<file path="config.mk">
export PLATFORM = sky130hd
export DESIGN_NAME = act_vec_driver
export DESIGN_NICKNAME = d
export VERILOG_FILES = /design/src/rtl/act_vec_driver.sv
export SDC_FILE = /design/constraint.sdc
export NUM_CORES = 1
export LEC_CHECK = 0
export CAP_MARGIN = 10
export CORE_ASPECT_RATIO = 1.75
export CORE_MARGIN = 2
export CORE_UTILIZATION = 25
export DETAILED_ROUTE_END_ITERATION = 8
export DONT_BUFFER_PORTS = 1
export HOLD_SLACK_MARGIN = 0.08
export SLEW_MARGIN = 15
export SYNTH_ARGS = -nofsm -noshare
export SYNTH_HDL_FRONTEND = slang
export SYNTH_SLANG_ARGS = --single-unit
export TNS_END_PERCENT = 20
</file>
<file path="constraint.sdc">
create_clock -name clk -period 1.7 [get_ports clk]
set_input_delay 0.34 -clock clk [delete_from_list [all_inputs] [get_ports clk]]
set_output_delay 0.34 -clock clk [all_outputs]
set_load 0.02 [all_outputs]
</file>
<file path="src/rtl/act_vec_driver.sv">
// Streams VEC_LEN FP32 words from a source buffer through a start/done
// activation unit and writes each result to a destination buffer.
module act_vec_driver #(
  parameter int VEC_LEN = 16,
  parameter int AW      = 8,
  parameter int TIMEOUT = 15
) (
  input  logic          clk,
  input  logic          rst,
  input  logic          i_vec_start,
  output logic          o_vec_busy,
  output logic          o_vec_done,
  output logic [AW-1:0] o_in_rd_addr,
  input  logic [31:0]   i_in_rd_data,
  output logic          o_act_start,
  output logic [31:0]   o_act_in_fp,
  input  logic          i_act_done,
  input  logic [31:0]   i_act_out_fp,
  output logic          o_out_wr_en,
  output logic [AW-1:0] o_out_wr_addr,
  output logic [31:0]   o_out_wr_data,
  output logic          o_err_timeout
);

  localparam logic [AW-1:0] LAST_IDX = AW'(VEC_LEN - 1);
  localparam logic [7:0]    TO_LAST  = 8'(TIMEOUT - 1);
  localparam logic [31:0]   QNAN     = 32'h7FC0_0000;

  typedef enum logic [2:0] {
    S_IDLE    = 3'd0,
    S_FETCH   = 3'd1,
    S_LOAD    = 3'd2,
    S_REQ     = 3'd3,
    S_RELEASE = 3'd4,
    S_WRITE   = 3'd5,
    S_FINISH  = 3'd6
  } state_t;

  state_t        r_state;
  logic [AW-1:0] r_idx;
  logic [7:0]    r_cnt;
  logic [31:0]   r_result;
  logic [31:0]   r_act_in_fp;
  logic          r_act_start;
  logic          r_wr_en;
  logic [AW-1:0] r_wr_addr;
  logic [31:0]   r_wr_data;
  logic          r_vec_done;
  logic          r_vec_busy;
  logic          r_err_timeout;

  // Sequencer: outputs are registered alongside the state they belong to.
  always_ff @(posedge clk) begin
    if (rst) begin
      r_state       <= S_IDLE;
      r_idx         <= '0;
      r_cnt         <= 8'd0;
      r_result      <= 32'd0;
      r_act_in_fp   <= 32'd0;
      r_act_start   <= 1'b0;
      r_wr_en       <= 1'b0;
      r_wr_addr     <= '0;
      r_wr_data     <= 32'd0;
      r_vec_done    <= 1'b0;
      r_vec_busy    <= 1'b0;
      r_err_timeout <= 1'b0;
    end else begin
      r_wr_en    <= 1'b0;
      r_vec_done <= 1'b0;
      case (r_state)
        S_IDLE: begin
          if (i_vec_start) begin
            r_state       <= S_FETCH;
            r_idx         <= '0;
            r_err_timeout <= 1'b0;
            r_vec_busy    <= 1'b1;
          end
        end
        S_FETCH: r_state <= S_LOAD;
        S_LOAD: begin
          r_act_in_fp <= i_in_rd_data;
          r_cnt       <= 8'd0;
          r_act_start <= 1'b1;
          r_state     <= S_REQ;
        end
        // A done seen on the last allowed cycle still wins over the timeout.
        S_REQ: begin
          if (i_act_done) begin
            r_result    <= i_act_out_fp;
            r_act_start <= 1'b0;
            r_state     <= S_RELEASE;
          end else if (r_cnt == TO_LAST) begin
            r_result      <= QNAN;
            r_err_timeout <= 1'b1;
            r_act_start   <= 1'b0;
            r_state       <= S_RELEASE;
          end else begin
            r_cnt <= r_cnt + 8'd1;
          end
        end
        S_RELEASE: begin
          if (!i_act_done) begin
            r_wr_en   <= 1'b1;
            r_wr_addr <= r_idx;
            r_wr_data <= r_result;
            r_state   <= S_WRITE;
          end
        end
        S_WRITE: begin
          if (r_idx == LAST_IDX) begin
            r_vec_done <= 1'b1;
            r_state    <= S_FINISH;
          end else begin
            r_idx   <= r_idx + {{(AW-1){1'b0}}, 1'b1};
            r_state <= S_FETCH;
          end
        end
        S_FINISH: begin
          r_vec_busy <= 1'b0;
          r_state    <= S_IDLE;
        end
        default: begin
          r_act_start <= 1'b0;
          r_vec_busy  <= 1'b0;
          r_state     <= S_IDLE;
        end
      endcase
    end
  end

  assign o_vec_busy    = r_vec_busy;
  assign o_vec_done    = r_vec_done;
  assign o_in_rd_addr  = r_idx;
  assign o_act_start   = r_act_start;
  assign o_act_in_fp   = r_act_in_fp;
  assign o_out_wr_en   = r_wr_en;
  assign o_out_wr_addr = r_wr_addr;
  assign o_out_wr_data = r_wr_data;
  assign o_err_timeout = r_err_timeout;

endmodule

</file>
==> reports/summary.md <==
## Synthesis
• **largest cells by area after synthesis** dfxtp_1, nand2_1, a21oi_1
• **largest area contributor in the netlist** dfxtp_1
• **count of synthesis-stage warnings from yosys** 0
• **number of synthesized flops with an enable pin** 0
• **Gate Count Post-Synth** 547
• **top-area cell type share of the netlist area** 53.3%
• **async set-or-reset flop fraction in the synthesized netlist** 0%
• **prevailing post-synth register cell** dfxtp_1
• **number of different library cells in the post-synthesis netlist** 56
• **post-synth net total** 618
• **Avg Inst Size Synth** 8.79 um2
• **cell area after technology mapping** 0.00481 mm2
• **proportion of synthesized chip area in sequential cells** 53.3%
• **post-synthesis register bit count** 128

## Placement
• **global placer's final weighted congestion** 0.850
• **area of placed instances** 0.00530 mm2
• **DP HPWL** 8760 um
• **port bufs** 0
• **worst slack at placement** -0.00489 ns

## Run status
• **violations in the final reports** hold timing
• **run status** finished with violations

## Worst setup path
• **required time of the critical path** 2.01 ns
• **capture instance of the worst register-to-register path** r_cnt[3]
• **crit start category** register
• **setup slack, reg-to-reg** 0.05 ns
• **Crit Path Category** register to register
• **r2r worst-path depth** 6
• **WP data arrival** 1.96 ns
• **endpoint kind of the worst setup timing path** register
• **largest fanout on the critical path** 5
• **Critical R2R Launch** r_cnt[0]

## Flow run
• **count of max-cap constraint violations** 0

## Power
• **proportion of power drawn by flip-flops and latches** 41.7%
• **leak pwr** 2.16 nW
• **worst IR drop on VDD** 0.897 mV
• **Clk pwr share** 53.1%
• **power density over the cells** 1230 mW/mm2
• **Switch Pwr** 0.00175 W
• **Power, Total** 0.00765 W
• **part of the power in combinational logic** 5.3%
• **Internal Power** 0.00590 W
• **switching part of the total** 22.9%

## Global routing
• **total grt overflow** 0
• **maximum number of pins on one net before global-route repair** 92
• **vias in the first global route** 4113
• **wire length of the first global-routing pass** 20600 um
• **antenna violations before repair** 0
• **overall track demand over capacity in global routing** 13.1%

## Cells and area
• **Antenna Diode Count** 0
• **final std cell area, no fill** 0.00622 mm2
• **net count of the finished layout** 662
• **most frequent cells in the layout** nand2_1, dfxtp_1, a21oi_1, buf_4
• **share of post-route cells with drive strength above 1** 15.9%
• **Layout area overhead** 29.3%
• **most frequent standard cell in the layout excluding fill and tap cells** nand2_1

## Detailed routing
• **Starting DRT DRC Count** 184
• **average routed wire per standard cell** 15.6 um
• **average via count per standard cell** 4.73
• **DRC Markers** 0
• **Post-DRT Antenna Nets** 0
• **via count** 3993
• **number of optimization iterations in the first detailed-route pass** 4
• **total wirelength of the detailed-routed design** 13200 um

## Floorplan
• **die footprint** 0.0204 mm2
• **Std-Cell Rows** 67
• **I/O pin total** 153
• **die height** 188 um
• **initial standard-cell utilization of the core** 25.3%
• **die outline width** 109 um
• **area of the placeable core** 0.0190 mm2

## Hold path
• **hold worst-path end** o_act_in_fp[27]
• **Hold/Removal Path Class** primary input to register
• **Worst Hold Depth** 1
• **min-delay src** rst

## Timing
• **actual transition at the worst max-transition pin** 0.355 ns
• **min Tclk post-route** 1.65 ns
• **Total Neg Setup Slack** 0 ns
• **final cycle utilization of the critical path** 97.2%
• **Fin Clk Skew** 0.00811 ns
• **unrepaired setup endpoints after global routing** true
• **worst hold slack after final layout** -0.0152 ns
• **Finish-stage setup viols** 0
• **Slew Limit Fails** 0
• **minimum setup slack in the final design** 0.0478 ns
• **Worst slew margin** 75.6%
• **max frequency** 605 MHz
• **Fin. Hold Viols** 10

## Clock network
• **H-tree lvl count** 4
• **CTS tree** done
• **Longest Clk Path Bufs** 2
• **CTS Hold Bufs** 23
• **library cell used as clock root buffer** clkbuf_16
• **Num Clock Sinks** 128
• **clock-pin slew on the worst setup and hold paths** 0.06 ns
• **clock buffers created by TritonCTS** 17
• **worst-skew pair later-pin latency** 0.42 ns

registers in the layout, indices dropped and copies added, names as in the netlist:
signal	cells
o_act_start	1
o_vec_done	1
r_state	3
o_act_in_fp	32
o_in_rd_addr	8
r_cnt	8
o_out_wr_data	32
o_err_timeout	1
o_out_wr_en	1
r_result	32
o_vec_busy	1
o_out_wr_addr	8
routing by layer:
metal	part of all wire, %	GRT usage [%]
met1	38	12.9
met2	52	23.5
met3	6.7	4.34
met5	0	0
met4	3.2	7.25
worst max-delay path, cell delays in order, from the launching register on:
cell,delay [ns]
dfxtp_2,0.31
inv_1,0.07
ha_1,0.16
or4b_4,0.50
o211ai_2,0.29
or3_1,0.16
a21oi_1,0.05
stage by stage:
step                      utilization [%]  std cells
after floorplan                         -        547
after global placement               27.9        789
after detailed placement             27.9        789
after CTS                            32.5        844
after global routing                 32.7        845
final                                32.7        845
worst max path at each step:
stage | from | to | cells past startpoint
after floorplan | r_cnt[0] | r_result[22] | 7
after global placement | r_cnt[0] | r_result[30] | 6
after detailed placement | r_cnt[0] | r_result[29] | 6
after CTS | r_cnt[0] | r_cnt[0] | 6
after global routing | r_state[0] | r_cnt[5] | 5
final | r_cnt[0] | r_cnt[3] | 6
layout make-up:
| cell class | instances | area [um2] |
|---|---|---|
| clock buffers | 19 | 443 |
| flip-flops and latches | 128 | 2570 |
| multi-input cells | 379 | 2110 |
| well taps | 241 | 302 |
| clock inverters | 13 | 210 |
| inverters | 3 | 11.3 |
| fillers | 1947 | 12800 |
| repair buffers | 62 | 581 |
cells in the mapped netlist, types with 7 or more instances:
library cell and n:
a21oi_1 89, nor2_1 7, or3_1 10, dfxtp_1 128
a22o_1 23, nand3_1 9, o221a_2 9, clkbuf_1 24
buf_2 10, nand2_1 159
cells by family after synthesis:
family | Yosys count | share of synthesized area (%)
simple gates | 216 | 20.2
compound gates | 154 | 21.1
flops | 128 | 53.3
buf+inv | 41 | 3.69
mux | 4 | 0.832
fa+ha+maj | 3 | 0.780
xor+xnor | 1 | 0.182
power groups by stage:
| stage | Clock, W | Sequential, W | Combinational [W] |
|---|---|---|---|
| finish | 0.00406 | 0.00319 | 0.000403 |
| global route | 0.00429 | 0.00320 | 0.000449 |
| CTS | 0.00417 | 0.00319 | 0.000403 |
| detailed placement | 0 | 0.00325 | 0.000357 |
| global placement | 0 | 0.00325 | 0.000350 |
| floorplan | 0 | 0.00323 | 0.000275 |
timing repair:
action                     4_1_cts  5_1_grt
setup buffers                    0        0
gates cloned                     0        1
gates resized for setup          1        5
pin swaps                        0        3
setup endpoints to repair        7       64
hold endpoints to repair       106       83
No activity file was read; power rests on OpenSTA's default activity.
